`config.mk`:
```
export PLATFORM = sky130hd
export DESIGN_NAME = triggerrec_event_capture
export DESIGN_NICKNAME = d
export VERILOG_FILES = /design/src/rtl/triggerrec_pkg.sv /design/src/rtl/triggerrec_evbuf.sv /design/src/rtl/triggerrec_event_capture.sv
export SDC_FILE = /design/constraint.sdc
export NUM_CORES = 1
export LEC_CHECK = 0
export BUFFER_PORTS_ARGS = -buffer_cell sky130_fd_sc_hd__buf_2
export CAP_MARGIN = 20
export CORE_MARGIN = 3
export CORE_UTILIZATION = 45
export DETAILED_ROUTE_END_ITERATION = 8
export GPL_TIMING_DRIVEN = 1
export PLACE_DENSITY_LB_ADDON = 0.08
export SETUP_SLACK_MARGIN = 0.2
export SYNTH_ARGS = -nofsm -noshare
export SYNTH_HDL_FRONTEND = slang
export SYNTH_SLANG_ARGS = --single-unit
```
`constraint.sdc`:
```
create_clock -name clk -period 6.4 [get_ports clk]
set_input_delay 0.64 -clock clk [delete_from_list [all_inputs] [get_ports clk]]
set_output_delay 0.64 -clock clk [all_outputs]
set_load 0.005 [all_outputs]
```
`src/rtl/triggerrec_pkg.sv`:
```
// Shared definitions for the trigger recorder: pin/timestamp widths, event
// word layout and the event struct used by capture, matcher and event FIFO.
package triggerrec_pkg;

  localparam int IO_W      = 16;
  localparam int TS_W      = 48;
  localparam int EV_W      = 64;

  // Bit offsets of the fields inside a 64-bit event word.
  localparam int EV_IO_LSB = 48;
  localparam int EV_TS_LSB = 0;

  // Event word: pin levels in the upper bits, timestamp in the lower bits.
  typedef struct packed {
    logic [IO_W-1:0] io;
    logic [TS_W-1:0] ts;
  } triggerrec_event_t;

endpackage

```
`src/rtl/triggerrec_evbuf.sv`:
```
// Two-entry event buffer between the capture logic and the consumer.
// A push into a full buffer is accepted only if the head leaves in the same
// cycle; otherwise the event is discarded and 'drop' pulses for one cycle.
//
// Handshake: an event transfers on a rising clk edge where ev_valid and
// ev_ready are both 1. ev_valid is derived from registered occupancy only
// (never from ev_ready), and ev_data holds steady while ev_valid is 1 and
// ev_ready is 0.
module triggerrec_evbuf
  import triggerrec_pkg::*;
(
  input  logic              clk,
  input  logic              reset,
  input  logic              push,
  input  triggerrec_event_t push_data,
  output logic              drop,
  output logic              ev_valid,
  input  logic              ev_ready,
  output triggerrec_event_t ev_data
);

  triggerrec_event_t mem [2];
  logic [1:0]        count;
  logic              wr_ptr;
  logic              rd_ptr;
  logic              pop;
  logic              full;
  logic              push_ok;

  // Decide pop, drop and accepted push from occupancy and the handshake.
  always_comb begin
    pop     = (count != 2'd0) && ev_ready;
    full    = (count == 2'd2);
    drop    = push && full && !pop;
    push_ok = push && !drop;
  end

  assign ev_valid = (count != 2'd0);
  assign ev_data  = mem[rd_ptr];

  // Storage, pointers and occupancy; a full buffer with a pop reuses the
  // slot being emptied this cycle.
  always_ff @(posedge clk) begin
    if (reset) begin
      mem[0] <= '0;
      mem[1] <= '0;
      count  <= 2'd0;
      wr_ptr <= 1'b0;
      rd_ptr <= 1'b0;
    end else begin
      if (push_ok) begin
        mem[wr_ptr] <= push_data;
        wr_ptr      <= ~wr_ptr;
      end
      if (pop) begin
        rd_ptr <= ~rd_ptr;
      end
      case ({push_ok, pop})
        2'b10:   count <= count + 2'd1;
        2'b01:   count <= count - 2'd1;
        default: count <= count;
      endcase
    end
  end

endmodule

```
`src/rtl/triggerrec_event_capture.sv`:
```
// Trigger recorder capture front end: synchronises the GPIO pins, detects
// masked pin changes, stamps them with a free-running timestamp and queues
// them in a two-entry buffer toward the trigger matcher / event FIFO.
// Optional feature macro: TRIGGERREC_DROP_COUNTER_EN adds a saturating
// 16-bit drop_count output next to the sticky overflow flag.
module triggerrec_event_capture #(
  parameter int IO_W = triggerrec_pkg::IO_W,
  parameter int TS_W = triggerrec_pkg::TS_W
) (
  input  logic                 clk,
  input  logic                 reset,
  input  logic [IO_W-1:0]      io_in,
  input  logic [IO_W-1:0]      pin_mask,
  input  logic                 run,
  input  logic                 ts_load,
  input  logic [TS_W-1:0]      ts_load_val,
  output logic                 ev_valid,
  input  logic                 ev_ready,
  output logic [IO_W+TS_W-1:0] ev_data,
  output logic [TS_W-1:0]      ts_now,
  input  logic                 ovf_clr,
  output logic                 overflow
`ifdef TRIGGERREC_DROP_COUNTER_EN
  ,
  output logic [15:0]          drop_count
`endif
);

  logic [IO_W-1:0]                  io_s1;
  logic [IO_W-1:0]                  io_s2;
  logic [IO_W-1:0]                  io_prev;
  logic                             chg;
  logic                             push;
  logic                             drop;
  triggerrec_pkg::triggerrec_event_t push_ev;
  triggerrec_pkg::triggerrec_event_t head_ev;

  // Two-flop synchroniser plus one history stage; runs regardless of 'run'
  // so that resuming capture never sees a stale level difference.
  always_ff @(posedge clk) begin
    if (reset) begin
      io_s1   <= '0;
      io_s2   <= '0;
      io_prev <= '0;
    end else begin
      io_s1   <= io_in;
      io_s2   <= io_s1;
      io_prev <= io_s2;
    end
  end

  // Masked change detect; the event carries this cycle's (pre-increment) time.
  always_comb begin
    chg     = (((io_s2 ^ io_prev) & pin_mask) != '0);
    push    = chg && run;
    push_ev = '{io: io_s2, ts: ts_now};
  end

  // Free-running timestamp: load wins, otherwise count while running; wraps.
  always_ff @(posedge clk) begin
    if (reset) begin
      ts_now <= '0;
    end else if (ts_load) begin
      ts_now <= ts_load_val;
    end else if (run) begin
      ts_now <= ts_now + TS_W'(1);
    end
  end

  // Sticky overflow; a drop in the same cycle as a clear keeps it set.
  always_ff @(posedge clk) begin
    if (reset) begin
      overflow <= 1'b0;
    end else if (drop) begin
      overflow <= 1'b1;
    end else if (ovf_clr) begin
      overflow <= 1'b0;
    end
  end

`ifdef TRIGGERREC_DROP_COUNTER_EN
  // Saturating drop counter; a clear coinciding with a drop leaves it at 1.
  always_ff @(posedge clk) begin
    if (reset) begin
      drop_count <= 16'd0;
    end else if (drop) begin
      if (ovf_clr) begin
        drop_count <= 16'd1;
      end else if (drop_count != 16'hFFFF) begin
        drop_count <= drop_count + 16'd1;
      end
    end else if (ovf_clr) begin
      drop_count <= 16'd0;
    end
  end
`endif

  triggerrec_evbuf u_evbuf (
    .clk       (clk),
    .reset     (reset),
    .push      (push),
    .push_data (push_ev),
    .drop      (drop),
    .ev_valid  (ev_valid),
    .ev_ready  (ev_ready),
    .ev_data   (head_ev)
  );

  assign ev_data = head_ev;

endmodule

```
==> run metrics, run 1 <==
post-CTS setup buffer count=0; Inserted Diodes=0; crit path launch type=register; post-synth net total=922; core area=21,400 µm²; Root Buffer=clkbuf_16; WP buf/inv=0; RSZ-0062 raised after global routing=no; Worst slew margin=31.6%; Die Ht=155 µm; PortBufs=199; row count=53; Crit path max-delay family=compound AO/OA/AOI/OAI gates; cell leakage power=5.01 nW; placed cell areas=11,200 µm²; min Tclk post-route=2.83 ns; placed insts=1,269; final hold vios=0; synth unique cells=55; Die ar.=23,900 µm²; CTS Sinks=230; Avg Cell Area, Syn=11.9 µm²; CTS Buf Count=25; post-DP HPWL=14,800 µm; Multi-input gate area=3850 µm²; H-tree depth=1; Seq/Total Area, Yosys=59.3%; status=complete, no violations; crit-path cells=xor2_1, a22oi_1, nand4_1, o21ai_1, nor4b_2, or2_4; final setup TNS=0 ns; Worst path depth=6; Longest Clk Path Bufs=3; clk_lat worst skew=0.51 ns; setup violators final=0; fin cells=1,314; # DRC=0; I/O pins=200; Max VDD drop=0.304 mV; first-pass GRT wire length=36,000 µm; Total GRT Usage=18.7%; Synth Warn #=0; Final WS setup=3.57 ns; hold path cells=2; max_cap viols=0; total gr overflow=0; Post-Route Utilization=55.8%; fin. max-slew vios=0; antenna violations before repair=1; GR Util met3=3.75%; wire per inst=17.4 µm; worst slack, placed=3.29 ns; Slew @ Worst Pin=1.03 ns; Worst Path Arrival=2.97 ns; WS Path Type=reg2reg; share of cells above drive strength 1=31.8%; GR Layer Usage met2=30.2%; Vias=6,706; Seq cells post-synth=230; Die W=155 µm; PwrDens=287 nW/µm²; fin crit share=44.2%; Reg2Reg Depth=6; Routed WL=22,800 µm; HP Class=in2reg; Fin Clk Skew=0.0202 ns; vias in the first global route=6,488; layer with the highest usage=met2; register area=5890 µm²; Worst path slowest cell=o21ai_1; Vias/cell=5.10; Reg clk slew, reported paths=0.06 ns; initial core utilization=46.5%; post-cts resize count=0; CP Max Fanout=64; TritonCTS clock tree=done; Hold-fix buffers, CTS=0; Setup crit end kind=register; largest net degree at the start of global routing=87; drt pass-1 iters=4; P&R area growth vs syn=20.2%; post-synthesis cell count=835; filler instances=1,928; final instance area=11,900 µm²; WP data required=6.54 ns; final net count=1,108; gpl congestion=0.746; antenna viol nets, final=0; FMAX=353 MHz; GRT met1 Usage=26.8%; Synth Cell Area=9920 µm²; Initial DRC Count=343; Critical Path Max Stage Delay=0.67 ns
flip-flops by register name, summed over array words and instances (netlist names), named ones only:
name	cells
u_evbuf.mem	128
u_evbuf.rd_ptr	1
u_evbuf.count	2
io_s2	16
ts_now	48
io_s1	16
overflow	1
u_evbuf.wr_ptr	1
io_prev	16
cell families (layout without fill, tap and decap cells):
logic type | Yosys count | after routing | synth area share, %
simple gates | 354 | 354 | 20.8
flops | 230 | 230 | 59.3
compound gates | 74 | 74 | 5.06
mux | 69 | 69 | 7.77
xor+xnor | 54 | 54 | 4.77
buf+inv | 53 | 257 | 2.14
fa+ha+maj | 1 | 1 | 0.126
report_power, final:
group	total, mW	leakage (nW)	internal [mW]	switching [mW]
clock network	1.34	0.385	0.780	0.559
registers	1.74	2.20	1.67	0.0766
logic	0.339	2.42	0.169	0.170
total	3.42	5.01	2.61	0.806
synth_stat cells, drive strengths merged:
cell    instances  area share [%]
nor4bb          1            0.10
a21boi          1           0.076
nand2          20            0.76
a211o           1           0.088
and4            5            0.47
o311a           1            0.10
nor2           62             2.3
or3             2            0.13
inv             6            0.23
a22oi           8            0.61
o211ai          1           0.076
nor3b           3            0.23
nor2b          48             3.0
edfxtp        128              39
nand3          18            0.96
ha              1            0.13
and2          129             8.2
nor3            9            0.50
mux2           64             7.3
or4             1            0.11
a21o            3            0.23
nor4           11             1.0
clkinv          1           0.038
clkbuf         40             1.6
o21ai           6            0.30
o31a            1           0.088
nand2b          4            0.25
and3            9            0.59
o21a            2            0.15
dfxtp         102              21
xor2           44             3.9
or2             4            0.25
a31o            2            0.18
a311oi          2            0.18
nor4b           1           0.088
a21oi          23             1.2
a211oi         21             1.6
o221a           1            0.11
nand4          27             1.9
mux2i           5            0.50
buf             6            0.26
o31ai           1           0.076
xnor2          10            0.88
through the flow:
stage	total power [mW]	hold slack (ns)
floorplan	1.95	0.414
global placement	2.12	0.416
detailed placement	2.12	0.426
CTS	3.47	0.318
global route	3.57	0.332
finish	3.42	0.344
cells in the final DEF (no fill, tap or decap), drive strengths merged, types with 9 or more instances in the layout:
master  synthesis  layout
buf             6     205
and2          129     129
edfxtp        128     128
dfxtp         102     102
mux2           64      64
nor2           62      62
nor2b          48      48
xor2           44      44
clkbuf         40      36
nand4          27      27
a21oi          23      23
a211oi         21      21
nand2          20      20
nand3          18      18
nor4           11      11
xnor2          10      10
nor3            9       9
and3            9       9
final cells by class:
| type | instances | share of cell area, % |
|---|---|---|
| sequential | 230 | 49.4 |
| timing repair buffer | 205 | 8.75 |
| tap | 275 | 2.89 |
| inverter | 7 | 0.220 |
| multi-input combinational | 552 | 32.3 |
| clock buffer | 36 | 6.02 |
| clock inverter | 9 | 0.420 |
metal layers:
layer  vias up  routed length (µm)
met5         -                  13
met1      3180               10500
met3        30                1370
li1       3315                   -
met4         2                 394
met2       179               10600
worst paths after layout:
path	startpoint	end	slack, ns
worst max-delay path	io_s2[3]$_SDFF_PP0_	u_evbuf.mem[1][21]$_SDFFCE_PN0P_	3.57
worst min-delay path	io_in[10]	io_s1[10]$_SDFF_PP0_	0.34
worst max register to register	io_s2[3]$_SDFF_PP0_	u_evbuf.mem[1][21]$_SDFFCE_PN0P_	3.57
worst min register to register	io_s1[9]$_SDFF_PP0_	io_s2[9]$_SDFF_PP0_	0.43
Note: power is estimated with default switching activity, not from simulation.
==> inputs of run 2 (changes only) <==
Clock period 6.4 ns to 2.9 ns, I/O delays scaled along.
==> run 2 against run 1 <==
  * Hold slack got worse by 0.32 ns
  * Clock skew decreased by 0.014 ns
  * Fmax increased by 13%
  * Clock-buffer cell count increased by 3
  * Clock power increased by 140%
==> run metrics, run 2 (synthesized netlist as in run 1, its figures left out) <==
Die Ht=155 µm; post-CTS setup buffer count=0; max_cap viols=0; Hold-fix buffers, CTS=12; fin cells=1,332; Final Total Pwr=7.89 mW; Max VDD drop=0.409 mV; Longest Clk Path Bufs=3; Worst Path Arrival=2.64 ns; Critical Path Start=io_s2[4]$_SDFF_PP0_; antenna violations before repair=1; Root Buffer=clkbuf_16; largest net degree at the start of global routing=69; Setup crit end kind=register; gpl congestion=0.752; H-tree depth=1; Die W=155 µm; P&R area growth vs syn=23.0%; CTS Buf Count=25; status=complete, no violations; Vias/cell=5.10; final hold vios=0; Vias=6,790; Critical Path Sink=u_evbuf.mem[1][32]$_SDFFCE_PN0P_; TritonCTS clock tree=done; setup violators final=0; Inserted Diodes=0; first-pass GRT wire length=36,300 µm; wire per inst=17.5 µm; antenna viol nets, final=0; fin. max-slew vios=0; PwrDens=646 nW/µm²; core area=21,400 µm²; crit path launch type=register; min Tclk post-route=2.52 ns; fin crit share=86.7%; FMAX=398 MHz; HP Class=in2reg; initial core utilization=46.5%; Worst slew margin=31.6%; WP data required=3.02 ns; row count=53; max reg flops=128; commonest non-fill, non-tap cell in the layout=buf_2; post-DP HPWL=15,000 µm; most frequent cells in the layout=buf_2 (198), edfxtp_1 (128), and2_1 (126), dfxtp_1 (91), mux2_2 (64); # DRC=0; placed insts=1,275; cell leakage power=5.13 nW; total gr overflow=0; CP Max Fanout=64; Reg clk slew, reported paths=0.06 ns; Fin Clk Skew=0.00620 ns; setup slack, reg-to-reg=0.38 ns; Reg2Reg Depth=6; share of cells above drive strength 1=32.5%; drt pass-1 iters=4; RSZ-0062 raised after global routing=no; clk_lat worst skew=0.50 ns; Die ar.=23,900 µm²; FF-to-FF Start=io_s2[4]$_SDFF_PP0_; Slew @ Worst Pin=1.02 ns; final setup TNS=0 ns; Initial DRC Count=257; Routed WL=23,300 µm; WS Path Type=reg2reg; biggest regs=u_evbuf.mem: 128 flops, ts_now: 48 flops; I/O pins=200; Total GRT Usage=18.9%; CTS Sinks=230; final net count=1,126; Reg with most FFs=u_evbuf.mem; post-cts resize count=0; PortBufs=199; vias in the first global route=6,675; FF-to-FF End=u_evbuf.mem[1][32]$_SDFFCE_PN0P_
==> run 2: metal layers <==
layer	wire length (µm)	track usage [%]	up-vias
met1	10700	26.5	3234
met3	1440	3.92	32
met4	362	4.08	2
li1	-	-	3351
met5	7	0	-
met2	10800	30.6	171
==> run 2: final cells by class <==
class	count	area, µm²
Clock buffer	39	718
Sequential cell	230	5900
Multi-Input combinational cell	552	3860
Inverter	7	26.3
Fill cell	1879	9150
Tap cell	275	344
Clock inverter	6	129
Timing Repair Buffer	223	1220
==> run 2: how the worst min path moves through the flow <==
stage                                     from                endpoint  slack (ns)  cells past startpoint
after detailed placement  io_s1[13]$_SDFF_PP0_    io_s2[13]$_SDFF_PP0_        0.42                      1
after floorplan            io_s1[0]$_SDFF_PP0_     io_s2[0]$_SDFF_PP0_        0.41                      1
after global routing            ts_load_val[2]  ts_now[2]$_SDFFE_PP0P_        0.01                      3
after global placement     io_s1[6]$_SDFF_PP0_     io_s2[6]$_SDFF_PP0_        0.42                      1
after CTS                       ts_load_val[3]  ts_now[3]$_SDFFE_PP0P_       0.001                      3
final                           ts_load_val[3]  ts_now[3]$_SDFFE_PP0P_        0.02                      3
==> run 2: stage by stage <==
step / cell area, µm² / setup slack, ns / utilization [%] / hold WS, ns
6_report: 12200 / 0.385 / 57.2 / 0.0199
4_1_cts: 12200 / 0.313 / 57.2 / 0.00122
2_1_floorplan: 9960 / -0.0391 / - / 0.414
3_5_place_dp: 11200 / 0.368 / 52.6 / 0.420
5_1_grt: 12200 / 0.223 / 57.2 / 0.0107
3_3_place_gp: 11200 / 0.382 / 52.6 / 0.418
==> run 2: critical path, stage by stage (launching register included) <==
cell,delay (ns)
dfxtp_1,0.37
xor2_1,0.18
a22oi_1,0.11
nand4_1,0.17
o21ai_4,0.12
nor4b_2,0.31
or2_4,0.82
==> run 2: power by group <==
part	internal, mW	switching, mW
Sequential	3.68	0.147
Clock	2.05	1.21
Combinational	0.394	0.409
==> inputs of run 3 (changes only) <==
Settings changed: CELL_PAD_IN_SITES_DETAIL_PLACEMENT set to 1, CELL_PAD_IN_SITES_GLOBAL_PLACEMENT set to 2, CORE_ASPECT_RATIO set to 1.5, CORE_UTILIZATION 45 to 36, PLACE_DENSITY set to 0.81, PLACE_DENSITY_LB_ADDON 0.08 to not set.
==> run 3 against run 2 <==
  * Final cell count is 4.9% higher
  * Sequential power hardly changed
  * Global-route usage is 1.7 points lower
  * Core utilization is 12 points lower
  * Combinational power is 2.7% higher
  * Fmax is 1.1% higher
  * Critical path depth is 1 higher
  * Sequential cell count stayed put
  * Register-to-register slack better by 0.03 ns
  * Hold slack better by 0.0015 ns
  * Largest cell class unchanged
  * Largest power group unchanged
  * Highest routed layer unchanged
==> run metrics, run 3 (synthesized netlist as in run 1, its figures left out) <==
status=complete, no violations; fin. max-slew vios=0; HP Class=in2reg; Die ar.=29,600 µm²; final net count=1,130; TritonCTS clock tree=done; total gr overflow=0; WS Path Type=reg2reg; setup violators final=0; Reg clk slew, reported paths=0.06 ns; Worst Path Arrival=2.85 ns; Worst slew margin=50.8%; antenna viol nets, final=0; Setup crit end kind=register; RSZ-0062 raised after global routing=yes; crit path launch type=register; initial core utilization=37.0%; WP data required=3.26 ns; I/O pins=200; Die Ht=209 µm; CP Max Fanout=64; final hold vios=0; filler instances=2,909; core area=26,900 µm²; max reg flops=128; Fin Clk Skew=0.0239 ns; FF-to-FF Start=io_s2[3]$_SDFF_PP0_; Critical Path Max Stage Delay=0.61 ns; PwrDens=610 nW/µm²; PortBufs=199; Longest Clk Path Bufs=3; WP buf/inv=1; Inserted Diodes=0; commonest non-fill, non-tap cell in the layout=buf_2; setup slack, reg-to-reg=0.41 ns; largest net degree at the start of global routing=65; FMAX=402 MHz; antenna violations before repair=4; post-DP HPWL=17,900 µm; clk_lat worst skew=0.52 ns; P&R area growth vs syn=23.3%; Reg2Reg Depth=7; post-CTS setup buffer count=0; Initial DRC Count=253; row count=73; Vias=7,018; Total GRT Usage=17.2%; Fin Hold WS=0.0214 ns; cell leakage power=5.10 nW; gpl congestion=0.750; fin crit share=85.8%; FF-to-FF End=u_evbuf.mem[1][61]$_SDFFCE_PN0P_; crit-path cells=xor2_1, a22oi_1, nand4_1, o21ai_4, nor4b_2, buf_4, and2_1; biggest regs=u_evbuf.mem: 128 flops, ts_now: 48 flops; Multi-input gate area=3870 µm²; Die W=142 µm; Max VDD drop=0.426 mV; Routed WL=26,300 µm; register area=5900 µm²; HP Start=ts_load_val[0]; Crit path max-delay family=simple AND/OR/NAND/NOR gates; Root Buffer=clkbuf_16; H-tree depth=1; max_cap viols=0; CTS Sinks=230; CTS Buf Count=23; Reg with most FFs=u_evbuf.mem; wire per inst=18.9 µm; final setup TNS=0 ns; Slew @ Worst Pin=0.732 ns; # DRC=0; share of cells above drive strength 1=32.5%; WHS Endpoint=ts_now[0]$_SDFFE_PP0P_; most frequent cells in the layout=buf_2 (198), edfxtp_1 (128), and2_1 (126), dfxtp_1 (91), mux2_2 (64); vias in the first global route=7,277; Vias/cell=5.02; first-pass GRT wire length=40,500 µm; drt pass-1 iters=4; hold path cells=3; min Tclk post-route=2.49 ns; Worst path slowest cell=buf_4
-- run 3: how the worst max path moves through the flow --
stage	end	slack, ns	start	cells past startpoint
2_1_floorplan	u_evbuf.mem[0][0]$_SDFFCE_PN0P_	-0.04	io_s2[11]$_SDFF_PP0_	5
3_3_place_gp	u_evbuf.mem[1][14]$_SDFFCE_PN0P_	0.36	io_s2[12]$_SDFF_PP0_	6
3_5_place_dp	u_evbuf.mem[1][8]$_SDFFCE_PN0P_	0.26	io_s2[4]$_SDFF_PP0_	6
4_1_cts	u_evbuf.mem[1][12]$_SDFFCE_PN0P_	0.23	io_s2[2]$_SDFF_PP0_	6
5_1_grt	u_evbuf.mem[1][16]$_SDFFCE_PN0P_	0.12	io_s2[4]$_SDFF_PP0_	7
6_report	u_evbuf.mem[1][61]$_SDFFCE_PN0P_	0.41	io_s2[3]$_SDFF_PP0_	7
-- run 3: timing repair --
action | CTS | global route
endpoints found under the setup margin | 0 | 69
hold buffers | 17 | 0
gates resized for setup | 0 | 1
hold endpoints to repair | 17 | 0
-- run 3: layout make-up --
cell class / instances / area share [%]
flip-flops and latches: 230 / 48.2
clock inverters: 9 / 0.429
repair buffers: 228 / 10.7
inverters: 7 / 0.215
clock buffers: 33 / 5.35
multi-input cells: 553 / 31.7
well taps: 337 / 3.45
-- run 3: power breakdown --
part | switching (mW) | internal, mW | leakage, nW
Sequential | 0.162 | 3.67 | 2.20
Combinational | 0.418 | 0.407 | 2.55
Clock | 1.23 | 1.58 | 0.346
-- run 3: layer usage --
metal / vias up / routed length, µm / global-route usage [%]
met3: 41 / 1460 / 3.37
li1: 3356 / - / -
met1: 3456 / 10200 / 19.6
met4: 8 / 523 / 3.91
met2: 157 / 14100 / 32.8
met5: - / 50 / 0
-- run 3: tightest hold or removal path, delay by kind of cell --
family	cells	cell delay [ns]
compound gates	1	0.05
buf+inv	1	0.07
simple gates	1	0.07
-- run 3: metrics by stage --
step           util [%]  instances  instance area, µm²  setup WS, ns  power (mW)
6_report           45.6       1397               12200         0.413        7.47
5_1_grt            45.6       1397               12200         0.118        7.79
4_1_cts            45.5       1396               12200         0.226        7.59
3_5_place_dp       42.3       1337               11400         0.255        4.74
3_3_place_gp       42.3       1337               11400         0.356        4.71
2_1_floorplan         -        835                9960       -0.0391        4.30
